File: src/rtl/accum_avg_reader_pkg.sv
// Shared definitions for the sample-accumulation interface.
// Holds the block length agreed between the accumulator and this reader, the
// default datapath widths, and the reader FSM state encoding.
package accum_avg_reader_pkg;

  // Samples per accumulated block; the accumulator uses the same value.
  localparam int N_SAMPLES_DEF = 9;
  localparam int SUM_W_DEF     = 20;
  localparam int OUT_W_DEF     = 16;
  localparam int DROP_W_DEF    = 8;

  typedef enum logic [1:0] {
    ST_IDLE   = 2'd0,
    ST_DIVIDE = 2'd1,
    ST_ROUND  = 2'd2,
    ST_HOLD   = 2'd3
  } state_e;

endpackage

File: src/rtl/seq_restoring_div.sv
// Sequential restoring divider by a constant divisor, one quotient bit per
// cycle, MSB first.
// Ports:
//   clk        - clock, rising edge
//   rst        - synchronous active-low reset
//   start_i    - load dividend_i, clear remainder/quotient/step counter
//   dividend_i - value to divide
//   last_o     - high during the cycle whose edge performs the final step
//   quot_o     - quotient (final once the last step has executed)
//   rem_o      - remainder (final once the last step has executed)
module seq_restoring_div
  import accum_avg_reader_pkg::*;
#(
  parameter int DIVIDEND_W = SUM_W_DEF,
  parameter int DIVISOR    = N_SAMPLES_DEF,
  localparam int REM_W     = $clog2(DIVISOR) + 1,
  localparam int CNT_W     = $clog2(DIVIDEND_W)
) (
  input  logic                  clk,
  input  logic                  rst,
  input  logic                  start_i,
  input  logic [DIVIDEND_W-1:0] dividend_i,
  output logic                  last_o,
  output logic [DIVIDEND_W-1:0] quot_o,
  output logic [REM_W-1:0]      rem_o
);

  localparam logic [REM_W-1:0] DIVISOR_V = REM_W'(DIVISOR);
  localparam logic [CNT_W-1:0] LAST_CNT  = CNT_W'(DIVIDEND_W - 1);

  logic [DIVIDEND_W-1:0] dvd_q, dvd_d;
  logic [DIVIDEND_W-1:0] quot_q, quot_d;
  logic [REM_W-1:0]      rem_q, rem_d;
  logic [CNT_W-1:0]      cnt_q, cnt_d;
  logic                  run_q, run_d;
  logic [REM_W-1:0]      rem_shift_s;
  logic                  fits_s;

  // The remainder is always < DIVISOR, so its top bit is free to absorb the
  // shift without overflow.
  assign rem_shift_s = {rem_q[REM_W-2:0], dvd_q[DIVIDEND_W-1]};
  assign fits_s      = (rem_shift_s >= DIVISOR_V);

  // Next-state for one restoring-division step.
  always_comb begin
    dvd_d  = dvd_q;
    quot_d = quot_q;
    rem_d  = rem_q;
    cnt_d  = cnt_q;
    run_d  = run_q;
    if (start_i) begin
      dvd_d  = dividend_i;
      quot_d = {DIVIDEND_W{1'b0}};
      rem_d  = {REM_W{1'b0}};
      cnt_d  = {CNT_W{1'b0}};
      run_d  = 1'b1;
    end else if (run_q) begin
      dvd_d = {dvd_q[DIVIDEND_W-2:0], 1'b0};
      if (fits_s) begin
        rem_d  = rem_shift_s - DIVISOR_V;
        quot_d = {quot_q[DIVIDEND_W-2:0], 1'b1};
      end else begin
        rem_d  = rem_shift_s;
        quot_d = {quot_q[DIVIDEND_W-2:0], 1'b0};
      end
      if (cnt_q == LAST_CNT) begin
        run_d = 1'b0;
      end else begin
        cnt_d = cnt_q + {{(CNT_W-1){1'b0}}, 1'b1};
      end
    end else begin
      run_d = 1'b0;
    end
  end

  // Divider state registers.
  always_ff @(posedge clk) begin
    if (!rst) begin
      dvd_q  <= {DIVIDEND_W{1'b0}};
      quot_q <= {DIVIDEND_W{1'b0}};
      rem_q  <= {REM_W{1'b0}};
      cnt_q  <= {CNT_W{1'b0}};
      run_q  <= 1'b0;
    end else begin
      dvd_q  <= dvd_d;
      quot_q <= quot_d;
      rem_q  <= rem_d;
      cnt_q  <= cnt_d;
      run_q  <= run_d;
    end
  end

  assign last_o = run_q && (cnt_q == LAST_CNT);
  assign quot_o = quot_q;
  assign rem_o  = rem_q;

endmodule

File: src/rtl/accum_avg_reader.sv
// Consumer end of the sample-accumulation interface: divides each completed
// sum by N_SAMPLES, rounds to nearest, saturates to OUT_W bits and offers the
// result on a valid/ready port backed by a single output register.
// Ports:
//   clk, rst    - clock; synchronous active-low reset
//   sum_in      - completed accumulated sum
//   sum_valid   - one-cycle strobe qualifying sum_in
//   avg_out     - rounded average
//   avg_valid   - avg_out holds an unconsumed result
//   avg_ready   - downstream accepts when avg_valid & avg_ready
//   avg_sat     - avg_out was clipped to all-ones
//   busy        - divider pipeline not idle
//   drop_count  - sums discarded while busy (saturating)
module accum_avg_reader
  import accum_avg_reader_pkg::*;
#(
  parameter int N_SAMPLES = N_SAMPLES_DEF,
  parameter int SUM_W     = SUM_W_DEF,
  parameter int OUT_W     = OUT_W_DEF,
  parameter int DROP_W    = DROP_W_DEF
) (
  input  logic              clk,
  input  logic              rst,
  input  logic [SUM_W-1:0]  sum_in,
  input  logic              sum_valid,
  output logic [OUT_W-1:0]  avg_out,
  output logic              avg_valid,
  input  logic              avg_ready,
  output logic              avg_sat,
  output logic              busy,
  output logic [DROP_W-1:0] drop_count
);

  localparam int REM_W = $clog2(N_SAMPLES) + 1;

  state_e            state_q, state_d;
  logic [OUT_W-1:0]  avg_out_q, avg_out_d;
  logic              avg_sat_q, avg_sat_d;
  logic              avg_valid_q, avg_valid_d;
  logic              busy_q, busy_d;
  logic [DROP_W-1:0] drop_q, drop_d;

  logic              start_s;
  logic              div_last_s;
  logic [SUM_W-1:0]  quot_s;
  logic [REM_W-1:0]  rem_s;
  logic [REM_W:0]    rem2_s;
  logic              round_up_s;
  logic [SUM_W:0]    q_r_s;
  logic              sat_s;
  logic [OUT_W-1:0]  res_s;
  logic              out_free_s;
  logic              load_s;

  assign start_s = (state_q == ST_IDLE) && sum_valid;

  seq_restoring_div #(
    .DIVIDEND_W (SUM_W),
    .DIVISOR    (N_SAMPLES)
  ) u_div (
    .clk        (clk),
    .rst        (rst),
    .start_i    (start_s),
    .dividend_i (sum_in),
    .last_o     (div_last_s),
    .quot_o     (quot_s),
    .rem_o      (rem_s)
  );

  // Round half up: 2*rem >= N. One extra bit keeps 2*rem from wrapping.
  // The divider is not restarted while busy, so its outputs stay valid
  // through ROUND and HOLD and no separate holding register is needed.
  assign rem2_s     = {rem_s, 1'b0};
  assign round_up_s = (rem2_s >= (REM_W+1)'(N_SAMPLES));
  assign q_r_s      = {1'b0, quot_s} + {{SUM_W{1'b0}}, round_up_s};
  assign sat_s      = |q_r_s[SUM_W:OUT_W];
  assign res_s      = sat_s ? {OUT_W{1'b1}} : q_r_s[OUT_W-1:0];

  // Output register can take a new result if empty or drained this edge.
  assign out_free_s = !avg_valid_q || avg_ready;

  // FSM next-state and result-load decision.
  always_comb begin
    state_d = state_q;
    load_s  = 1'b0;
    case (state_q)
      ST_IDLE: begin
        if (sum_valid) begin
          state_d = ST_DIVIDE;
        end else begin
          state_d = ST_IDLE;
        end
      end
      ST_DIVIDE: begin
        if (div_last_s) begin
          state_d = ST_ROUND;
        end else begin
          state_d = ST_DIVIDE;
        end
      end
      ST_ROUND, ST_HOLD: begin
        if (out_free_s) begin
          load_s  = 1'b1;
          state_d = ST_IDLE;
        end else begin
          state_d = ST_HOLD;
        end
      end
      default: begin
        state_d = ST_IDLE;
      end
    endcase
  end

  // Output register, busy flag and saturating drop counter.
  always_comb begin
    avg_out_d   = avg_out_q;
    avg_sat_d   = avg_sat_q;
    avg_valid_d = avg_valid_q;
    drop_d      = drop_q;
    busy_d      = (state_d != ST_IDLE);
    if (load_s) begin
      avg_out_d   = res_s;
      avg_sat_d   = sat_s;
      avg_valid_d = 1'b1;
    end else if (avg_valid_q && avg_ready) begin
      avg_valid_d = 1'b0;
    end else begin
      avg_valid_d = avg_valid_q;
    end
    if (sum_valid && (state_q != ST_IDLE) && (drop_q != {DROP_W{1'b1}})) begin
      drop_d = drop_q + {{(DROP_W-1){1'b0}}, 1'b1};
    end else begin
      drop_d = drop_q;
    end
  end

  // State and output registers.
  always_ff @(posedge clk) begin
    if (!rst) begin
      state_q     <= ST_IDLE;
      avg_out_q   <= {OUT_W{1'b0}};
      avg_sat_q   <= 1'b0;
      avg_valid_q <= 1'b0;
      busy_q      <= 1'b0;
      drop_q      <= {DROP_W{1'b0}};
    end else begin
      state_q     <= state_d;
      avg_out_q   <= avg_out_d;
      avg_sat_q   <= avg_sat_d;
      avg_valid_q <= avg_valid_d;
      busy_q      <= busy_d;
      drop_q      <= drop_d;
    end
  end

  assign avg_out    = avg_out_q;
  assign avg_sat    = avg_sat_q;
  assign avg_valid  = avg_valid_q;
  assign busy       = busy_q;
  assign drop_count = drop_q;

endmodule

File: config.mk
export PLATFORM = sky130hd
export DESIGN_NAME = accum_avg_reader
export DESIGN_NICKNAME = d
export VERILOG_FILES = /design/src/rtl/accum_avg_reader_pkg.sv /design/src/rtl/seq_restoring_div.sv /design/src/rtl/accum_avg_reader.sv
export SDC_FILE = /design/constraint.sdc
export NUM_CORES = 1
export LEC_CHECK = 0
export CAP_MARGIN = 20
export CORE_MARGIN = 2
export CORE_UTILIZATION = 51
export DETAILED_ROUTE_END_ITERATION = 7
export GPL_TIMING_DRIVEN = 0
export PLACE_DENSITY_LB_ADDON = 0.08
export SYNTH_ARGS = -nofsm -noshare
export SYNTH_HDL_FRONTEND = slang
export SYNTH_SLANG_ARGS = --single-unit
File: constraint.sdc
create_clock -name clk -period 6.2 [get_ports clk]
set_clock_uncertainty 0.1 [all_clocks]
set_input_delay 1.24 -clock clk [delete_from_list [all_inputs] [get_ports clk]]
set_output_delay 1.24 -clock clk [all_outputs]
set_load 0.02 [all_outputs]
==> results of run 1 <==
## metal layers
| metal | vias to the layer above | wire, um | part of all wire | track usage |
|---|---|---|---|---|
| li1 | 1498 | - | - | - |
| met1 | 1347 | 3730 | 0.49 | 0.259 |
| met2 | 44 | 3500 | 0.46 | 0.322 |
| met3 | 14 | 263 | 0.034 | 0.0439 |
| met4 | 0 | 176 | 0.023 | 0.0896 |
| met5 | - | 0 | 0 | 0 |
## kinds of logic after synthesis
group / synth area share
AO/OA/AOI/OAI: 0.171
XOR/XNOR: 0.0632
adder cells (fa/ha/maj): 0.0201
buffers and inverters: 0.0405
flip-flops: 0.428
multiplexers: 0.110
AND/OR/NAND/NOR: 0.167
## worst reg2reg max path: cells and delay by family, from the launching register on
family	cells	cell delay (ns)
and+or+nand+nor	4	1.01
DFF	1	0.43
buffers and inverters	1	0.23
AOI/OAI and AO/OA	3	0.57
adders and majority gates	2	0.43
## final cells by class
| type | instances | area [um^2] | area share |
|---|---|---|---|
| plain buffers | 22 | 114 | 0.0250 |
| inverters | 10 | 37.5 | 0.00825 |
| clock inverters | 4 | 45.0 | 0.00990 |
| multi-input cells | 272 | 1990 | 0.437 |
| well taps | 99 | 124 | 0.0272 |
| repair buffers | 50 | 500 | 0.110 |
| clock buffers | 11 | 141 | 0.0311 |
| flip-flops and latches | 80 | 1600 | 0.352 |
## synth_stat cells (all sizes together), types with 4 or more instances
cell type	instances
a21oi	5
a31oi	16
and2	10
and3	5
and4	4
buf	6
clkbuf	16
dfxtp	80
ha	6
inv	10
mux2i	41
nand2	31
nand2b	4
nand3	10
nand4	10
nor2	35
o211a	19
o21ai	24
xnor2	15
xor2	12
## stage by stage
step                      total power [mW]  area (um^2)  cells
after global placement               0.644         4360    533
after floorplan                      0.611         3740    384
after detailed placement             0.646         4360    533
final                                 1.01         4550    548
after CTS                             1.02         4550    548
after global routing                  1.05         4550    548
## sequential cells by signal (all words and copies together) (netlist names), 2 cells and up
name	cells
avg_out	16
drop_count	8
state_q	2
u_div.cnt_q	5
u_div.dvd_q	20
u_div.quot_o	20
u_div.rem_o	5
## final timing paths
kind,start,to,depth (start not counted)
setup / recovery,avg_ready,avg_out[13],7
hold / removal,u_div.rem_o[4],u_div.rem_o[4],2
setup reg to reg,u_div.rem_o[1],avg_out[13],10
hold reg to reg,u_div.rem_o[4],u_div.rem_o[4],2
## power by group through the flow
stage	registers (mW)	logic (mW)	clock network, mW
finish	0.538	0.0957	0.374
global route	0.539	0.106	0.405
CTS	0.538	0.0966	0.384
detailed placement	0.550	0.0960	0
global placement	0.549	0.0945	0
floorplan	0.549	0.0628	0
==> Flow_metrics.wiki, run 1 <==
{| class="wikitable"
! Metric !! Value
|-
| Synth unique cells || 46
|-
| Clock transition at the registers of the reported paths || 0.07 ns
|-
| Share of the cycle needed by the critical path after routing || 0.480
|-
| Fraction of the core area covered by cells at the end of the flow || 0.634
|-
| Worst min-delay path category || flop to flop
|-
| Post-synthesis instance area || 3740 um^2
|-
| Maximum fanout count along the critical path || 10
|-
| Hold-fix buffers, CTS || 0
|-
| Buffers and inverters on the worst path || 3
|-
| Avg Synthesized Cell Area || slightly below 10 um^2
|-
| Number of iterations in the first detailed-routing pass || 4
|-
| Synth Register Bits || 80
|-
| Number of instances resized during post-cts repair || 0
|-
| Maximum vdd drop || between 0.0001 and 0.00015 V
|-
| Part of the power in the clock network || 0.371
|-
| Startpoint type of the worst setup path || input pin
|-
| Proportion of synthesized chip area in sequential cells || 0.428
|-
| Outcome || complete, no violations
|-
| Initial detailed-routing violation count || 89
|-
| F_max || 336 MHz
|-
| Post-Syn Instances || 384
|-
| Ratio of cells with drive above 1 in the final layout || 0.0780
|-
| Clock tree from TritonCTS || done
|-
| Setup-violating endpoint count in the final report || 0
|-
| Number of enable-type register cells in the synthesized netlist || 0
|-
| Area of the core || 7180 um^2
|-
| Internal power of the cells || 0.768 mW
|-
| Category of the critical setup timing path || input pin to flop
|-
| Remaining Overflow, GRT || 0
|-
| Post-detailed-routing wire length || roughly 7.7 mm
|-
| Number of inserted diodes || 0
|-
| Pin count of the biggest net entering global routing || 13
|-
| Number of core rows || 31
|-
| Wirelength per Cell || 14.0 um
|-
| Area contributors post-synth || dfxtp_1 43%, mux2i_1 11%, o211a_1 5.1%
|-
| Nets@finish || 475
|-
| Worst-skew pair later-pin latency || 0.35 ns
|-
| Endpoint type of the worst setup path || flop
|-
| Most common cell after layout, fill and taps aside || dfxtp_1
|-
| Arr. time, crit path || 3.11 ns
|-
| Synthesis-to-layout area growth || 21.7%
|-
| Detailed-route vias per instance || around 5.3
|-
| Share of total power consumed by net switching || 0.237
|-
| Setup slack after placement || 2.88 ns
|-
| Final weighted congestion in routability-driven placement || 0.838
|-
| Ordered list of cells on the worst path || clkdlybuf4s50_1 -> nor2b_1 -> nor2_1 -> o221a_1 -> buf_6 -> buf_12 -> a31oi_2
|-
| Cell class contributing the biggest share of worst-path delay || buffers and inverters
|-
| Tightest Pin Transition || 0.810 ns
|-
| Fraction of post-synthesis cell area in the top cell type by area || 0.428
|-
| Chip Width || 89.6 um
|-
| Final total negative setup slack || 0 ns
|-
| Final hold violation count || 0
|-
| Final HPWL DP || 5.41 mm
|-
| Worst setup margin || 3.22 ns
|-
| First-pass GRT wire length || 12.5 mm
|-
| Num Clock Sinks || 80
|-
| Endpoint required time on the critical path || 6.34 ns
|-
| Final Slew Violations || 0
|-
| Dominant cell type by area after synthesis || dfxtp_1
|-
| Setup repair after global routing missed its margin || false
|-
| Maximum buffer depth of the clock tree || 2
|-
| Post-synthesis async set-or-reset flop share || 0
|-
| Number of antenna-violating nets in the routed design || 0
|-
| Predominant post-synthesis flop cell || dfxtp_1
|-
| Quantity of I/O buffers inserted on ports || 50
|-
| Portion of total power attributed to combinational logic || 0.095
|-
| Highest-count cells in the layout ignoring fill and taps || 80 x dfxtp_1, 50 x clkdlybuf4s50_1, 41 x mux2i_1
|-
| Vertical die dimension || 89.6 um
|-
| Sequential group share of total power || 0.534
|-
| Post-synthesis net count || 414
|-
| Minimum clock period after layout || 2.98 ns
|-
| Power Density || 221 nW/um^2
|-
| Slowest Stage Delay on Critical Path || 0.62 ns
|-
| Initial cell density of the core || 0.521
|-
| CP max-delay cell || nor2_1
|-
| Synth warnings || 0
|-
| Sw Pwr || 0.239 mW
|-
| Number of antenna violations at the first check in global routing || 0
|-
| Fill cells || 622
|-
| Postcts setup bufs || 0
|-
| H-tree Lvls || 3
|-
| Setup slack of the worst register-to-register path || 3.33 ns
|-
| Total track usage || 0.201
|-
| Slew margin rel. || 0.458
|-
| I/O pins || 51
|-
| Clock Root Buffer || clkbuf_8
|-
| Pleak || about 1.8 nW
|-
| Post-route worst hold slack || 0.385 ns
|-
| TritonCTS Buffers || 9
|-
| DRC violation count after routing || 0
|-
| Vias in the first global route || 2683
|-
| Max Cap Viol || 0
|-
| Die Footprint || 8030 um^2
|-
| Total number of vias || just under 3000
|}
(Power assumes the default switching activity.)
==> run 2, diff against run 1 <==
==> constraint.sdc (replaced) <==
create_clock -name clk -period 2.8 [get_ports clk]
set_clock_uncertainty 0.1 [all_clocks]
set_input_delay 0.56 -clock clk [delete_from_list [all_inputs] [get_ports clk]]
set_output_delay 0.56 -clock clk [all_outputs]
set_load 0.02 [all_outputs]
==> Flow_metrics.wiki, run 2 (synthesized netlist as in run 1, its figures left out) <==
{| class="wikitable"
! Metric !! Value
|-
| Number of instances resized during post-cts repair || 0
|-
| Clock Root Buffer || clkbuf_8
|-
| Clock transition at the registers of the reported paths || approximately 0.07 ns
|-
| Area used by multi-input combinational logic || 1990 um^2
|-
| Final hold violation count || 0
|-
| Nets@finish || 482
|-
| Maximum buffer depth of the clock tree || 2
|-
| Post-route worst hold slack || roughly 0.39 ns
|-
| Highest-count cells in the layout ignoring fill and taps || 80 x dfxtp_1, 50 x clkdlybuf4s50_1, 41 x mux2i_1
|-
| Worst min-delay path category || flop to flop
|-
| Minimum clock period after layout || 2.56 ns
|-
| Share of the cycle needed by the critical path after routing || 0.913
|-
| Quantity of I/O buffers inserted on ports || 50
|-
| Setup-violating endpoint count in the final report || 0
|-
| Number of antenna-violating nets in the routed design || 0
|-
| Chip Width || 89.6 um
|-
| Worst setup margin || 0.244 ns
|-
| Maximum fanout count along the critical path || 10
|-
| H-tree Lvls || 3
|-
| Vias in the first global route || 2701
|-
| Die Footprint || 8030 um^2
|-
| Setup repair after global routing missed its margin || false
|-
| Initial cell density of the core || 0.521
|-
| Num Clock Sinks || 80
|-
| Vertical die dimension || 89.6 um
|-
| Outcome || complete, no violations
|-
| FF+latch area || 1600 um^2
|-
| Number of core rows || 31
|-
| Final HPWL DP || about 5.4 mm
|-
| Clock tree from TritonCTS || done
|-
| Number of inserted diodes || 0
|-
| Pin count of the biggest net entering global routing || 13
|-
| Pleak || around 1.8 nW
|-
| Endpoint required time on the critical path || 2.93 ns
|-
| Final weighted congestion in routability-driven placement || 0.838
|-
| Total track usage || 0.202
|-
| First-pass GRT wire length || 12.6 mm
|-
| Endpoint type of the worst setup path || flop
|-
| Most common cell after layout, fill and taps aside || dfxtp_1
|-
| Category of the critical setup timing path || flop to flop
|-
| Number of antenna violations at the first check in global routing || 0
|-
| Total number of vias || 2940
|-
| Worst-skew pair later-pin latency || around 0.35 ns
|-
| TritonCTS Buffers || 9
|-
| Tightest Pin Transition || 0.807 ns
|-
| Hold-fix buffers, CTS || 0
|-
| DRC violation count after routing || 0
|-
| I/O pins || 51
|-
| Ratio of cells with drive above 1 in the final layout || 0.0921
|-
| Wirelength per Cell || 13.9 um
|-
| Fraction of the core area covered by cells at the end of the flow || 0.642
|-
| Startpoint type of the worst setup path || flop
|-
| Synthesis-to-layout area growth || 23.1%
|-
| Post-detailed-routing wire length || 7.74 mm
|-
| Fill cells || between 600 and 700
|-
| Slew margin rel. || 0.460
|-
| Detailed-route vias per instance || 5.30
|-
| Maximum vdd drop || 0.000268 V
|-
| Final total negative setup slack || 0 ns
|-
| F_max || 391 MHz
|-
| Area of the core || 7180 um^2
|-
| Design Power || ~2.2 mW
|-
| Max Cap Viol || 0
|-
| Remaining Overflow, GRT || 0
|-
| Power Density || 484 nW/um^2
|-
| Initial detailed-routing violation count || 97
|-
| Setup slack after placement || -0.0465 ns
|-
| Number of iterations in the first detailed-routing pass || 4
|-
| Arr. time, crit path || around 2.7 ns
|-
| Final Slew Violations || 0
|}
-- run 2: cell count changes in the layout (fill, tap and decap cells not counted) --
cell / before / now
buf_4: 0 / 7
-- run 2: report_power, final --
group          total [mW]  internal [mW]  switching [mW]
Sequential           1.19           1.17          0.0210
Clock               0.827          0.427           0.399
Combinational       0.212          0.105           0.107
-- run 2: timing repair --
item / in CTS / in global routing
endpoints found under the setup margin: 11 / 17
setup buffers: 5 / 2
pin swaps: 2 / 1
-- run 2: path summary, 6_finish.rpt --
path / start / cells past startpoint / slack, ns / to
hold reg to reg: u_div.rem_o[4] / 2 / 0.39 / u_div.rem_o[4]
setup / recovery: u_div.rem_o[1] / 11 / 0.24 / avg_out[13]
setup reg to reg: u_div.rem_o[1] / 11 / 0.24 / avg_out[13]
hold / removal: u_div.rem_o[4] / 2 / 0.39 / u_div.rem_o[4]
-- run 2: worst max-delay path, stage by stage, from the launching register on --
cell,delay (ns)
dfxtp_1,0.43
o21ai_0,0.11
nand2_1,0.09
ha_1,0.19
ha_1,0.24
nand4_1,0.20
nor4_4,0.25
and4_1,0.24
o221a_1,0.21
buf_6,0.15
buf_12,0.15
a31oi_2,0.08
-- run 2: per-layer routing --
layer	part of all wire	global-route usage
met5	0	0
met4	0.027	0.110
met3	0.030	0.0375
met2	0.46	0.320
met1	0.48	0.261
-- run 2: final cells by class --
cell class                 count  share of cell area
sequential                    80               0.348
clock inverter                 4             0.00979
timing repair buffer          57               0.120
buffer                        22              0.0247
multi-input combinational    272               0.432
inverter                      10             0.00815
clock buffer                  11              0.0307
tap                           99              0.0269
-- run 2: per-stage QoR --
step / cells / area, um^2
after floorplan: 384 / 3740
after global placement: 533 / 4360
after detailed placement: 533 / 4360
after CTS: 553 / 4590
after global routing: 555 / 4600
final: 555 / 4600
==> run 3, diff against run 2 <==
--- a/config.mk
+++ b/config.mk
@@ -8,9 +8,12 @@
 export CAP_MARGIN = 20
 export CORE_MARGIN = 2
 export CORE_UTILIZATION = 51
+export CTS_CLUSTER_DIAMETER = 200
 export DETAILED_ROUTE_END_ITERATION = 7
 export GPL_TIMING_DRIVEN = 0
 export PLACE_DENSITY_LB_ADDON = 0.08
+export SKIP_CTS_REPAIR_TIMING = 1
 export SYNTH_ARGS = -nofsm -noshare
 export SYNTH_HDL_FRONTEND = slang
+export SYNTH_HIERARCHICAL = 1
 export SYNTH_SLANG_ARGS = --single-unit
==> Flow_metrics.wiki, run 3 <==
{| class="wikitable"
! Metric !! Value
|-
| Die Footprint || between 8000 and 9000 um^2
|-
| Chip Width || 89.7 um
|-
| Ratio of cells with drive above 1 in the final layout || 0.0972
|-
| Tightest Pin Transition || a little under 0.7 ns
|-
| Post-detailed-routing wire length || 7.77 mm
|-
| Metal-1 WL || between 3 and 4 mm
|-
| Endpoint type of the worst setup path || flop
|-
| Pleak || around 1.7 nW
|-
| Worst min-delay path category || flop to flop
|-
| Arr. time, crit path || 2.85 ns
|-
| Final Slew Violations || 0
|-
| Area of the core || 7180 um^2
|-
| Synth unique cells || 53
|-
| Vias in the first global route || about 2800
|-
| Fraction of the core area covered by cells at the end of the flow || 0.648
|-
| Pin count of the biggest net entering global routing || 14
|-
| Clock tree from TritonCTS || done
|-
| Final HPWL DP || between 5 and 6 mm
|-
| Slew margin rel. || 0.544
|-
| Cell class contributing the biggest share of worst-path delay || simple AND/OR/NAND/NOR gates
|-
| Startpoint type of the worst setup path || flop
|-
| Buffers and inverters on the worst path || 2
|-
| Initial detailed-routing violation count || 115
|-
| Number of enable-type register cells in the synthesized netlist || 0
|-
| H-tree Lvls || 3
|-
| Maximum fanout count along the critical path || 10
|-
| Minimum clock period after layout || roughly 2.7 ns
|-
| Area contributors post-synth || dfxtp_1 43%, mux2i_1 10%, and2_1 4.8%
|-
| Clock transition at the registers of the reported paths || 0.08 ns
|-
| I/O pins || 51
|-
| Nets@finish || 488
|-
| Proportion of synthesized chip area in sequential cells || 0.428
|-
| CP max-delay cell || or4b_4
|-
| Post-Syn Instances || 394
|-
| Number of inserted diodes || 0
|-
| Avg Synthesized Cell Area || between 9 and 10 um^2
|-
| Post-synthesis net count || 424
|-
| Leading post-synthesis cells by instance count || 80 x dfxtp_1, 39 x mux2i_1, 32 x nand2_1, 30 x nor2_1, 29 x and2_1
|-
| Initial cell density of the core || 0.522
|-
| Num Clock Sinks || 80
|-
| Detailed-route vias per instance || 5.41
|-
| Vertical die dimension || about 90 um
|-
| Number of antenna-violating nets in the routed design || 0
|-
| Number of iterations in the first detailed-routing pass || 4
|-
| Fraction of post-synthesis cell area in the top cell type by area || 0.428
|-
| Slowest Stage Delay on Critical Path || 0.53 ns
|-
| Number of antenna violations at the first check in global routing || 0
|-
| Power Density || 485 nW/um^2
|-
| Synthesis-to-layout area growth || 24.3%
|-
| Dominant cell type by area after synthesis || dfxtp_1
|-
| F_max || 369 MHz
|-
| Max Cap Viol || 0
|-
| Most common cell after layout, fill and taps aside || dfxtp_1
|-
| Highest-count cells in the layout ignoring fill and taps || 76 x dfxtp_1, 50 x clkdlybuf4s50_1, 39 x mux2i_1
|-
| Finished Cell Area || about 4700 um^2
|-
| Predominant post-synthesis flop cell || dfxtp_1
|-
| Synth Register Bits || 80
|-
| Post-synthesis async set-or-reset flop share || 0
|-
| Share of the cycle needed by the critical path after routing || 0.968
|-
| Layout Cells excl Fill || 562
|-
| Post-synthesis instance area || 3740 um^2
|-
| Maximum vdd drop || approximately 0.00026 V
|-
| Total track usage || 0.203
|-
| Final hold violation count || 0
|-
| Quantity of I/O buffers inserted on ports || 50
|-
| Wirelength per Cell || 13.8 um
|-
| Worst-skew pair later-pin latency || 0.35 ns
|-
| First-pass GRT wire length || 12.9 mm
|-
| Post-route worst hold slack || slightly above 0.4 ns
|-
| DRC violation count after routing || 0
|-
| Maximum buffer depth of the clock tree || 2
|-
| Outcome || complete, no violations
|-
| Number of core rows || 31
|-
| Setup-violating endpoint count in the final report || 0
|-
| Met2 WL post-DR || 3.47 mm
|-
| Total number of vias || 3038
|-
| Remaining Overflow, GRT || 0
|-
| Ordered list of cells on the worst path || o21ai_1 -> nand2_1 -> ha_4 -> ha_4 -> and4_4 -> and4_1 -> a311oi_1 -> or4b_4 -> buf_6 -> buf_8 -> o221a_1
|-
| Cell repeated most along the worst path || ha_4
|-
| Category of the critical setup timing path || flop to flop
|-
| Post-Place Cell Area || 4370 um^2
|-
| Final weighted congestion in routability-driven placement || a little under 0.8
|-
| Inst Count DP || 543
|-
| Endpoint required time on the critical path || 2.94 ns
|-
| Leading cell type by number of instances after synthesis || dfxtp_1
|-
| Clock Root Buffer || clkbuf_8
|-
| Uppermost routed layer || met4
|-
| Synth warnings || 6
|-
| Routed length on met3 || 248 um
|-
| TritonCTS Buffers || 9
|}
## run 3: changes by cell type in the layout (fill, tap and decap cells not counted), moves of 4 or more
cell      delta
o211a_1     -18
clkbuf_1     -5
nor2b_1      +5
o221a_1     +15
and2_1      +19
xor2_1       -4
a31oi_1      -4
dfxtp_1      -4
nor2_1       -5
dfxtp_4      +4
buf_2        +5
a31oi_2      -8
## run 3: worst paths after layout
kind / from / to / slack [ns] / cells after the start
worst max-delay path: u_div/rem_o[2] / avg_out[2] / 0.09 / 11
worst max register to register: u_div/rem_o[2] / avg_out[2] / 0.09 / 11
worst min register to register: u_div/cnt_q[1] / u_div/cnt_q[1] / 0.40 / 2
worst min-delay path: u_div/cnt_q[1] / u_div/cnt_q[1] / 0.40 / 2
## run 3: layout make-up
class                   instances  area (um^2)
flip-flops and latches         80         1620
plain buffers                  23          134
inverters                       8         30.0
clock buffers                  11          141
fillers                       599         2520
repair buffers                 53          523
clock inverters                 5         56.3
well taps                      99          124
multi-input cells             283         2030
## run 3: tightest hold or removal path: stages (launching register included)
cell and delay [ns]:
dfxtp_1 0.33, o21ai_0 0.07, a21oi_1 0.06
## run 3: per-stage QoR
stage | total power [mW] | TNS, ns | setup slack (ns)
floorplan | 1.35 | 0 | 0.0616
global placement | 1.42 | -2.12 | -0.190
detailed placement | 1.42 | -3.45 | -0.277
CTS | 2.27 | -3.60 | -0.292
global route | 2.35 | -0.00608 | -0.00608
finish | 2.26 | 0 | 0.0899
## run 3: cells by family (layout without fill, tap and decap cells)
| kind of cell | after synthesis | in the layout | share of synthesized area |
|---|---|---|---|
| AOI/OAI and AO/OA | 73 | 73 | 0.145 |
| and+or+nand+nor | 144 | 144 | 0.209 |
| muxes | 39 | 39 | 0.104 |
| buffers and inverters | 31 | 100 | 0.0438 |
| xor gates and xnor gates | 21 | 21 | 0.0491 |
| DFF | 80 | 80 | 0.428 |
| adders and majority gates | 6 | 6 | 0.0201 |
## run 3: routing by layer
| metal | track usage | vias up |
|---|---|---|
| met5 | 0 | - |
| met4 | 0.0611 | 0 |
| met3 | 0.0384 | 7 |
| met2 | 0.325 | 50 |
| met1 | 0.278 | 1435 |
| li1 | - | 1546 |
## run 3: where the power goes
group          total (mW)  internal, mW  leakage [nW]  switching [mW]
Combinational       0.217         0.109         0.956           0.108
Sequential           1.18          1.16         0.652          0.0212
Clock               0.856         0.435        0.0993           0.421
Total                2.26          1.71          1.71           0.550
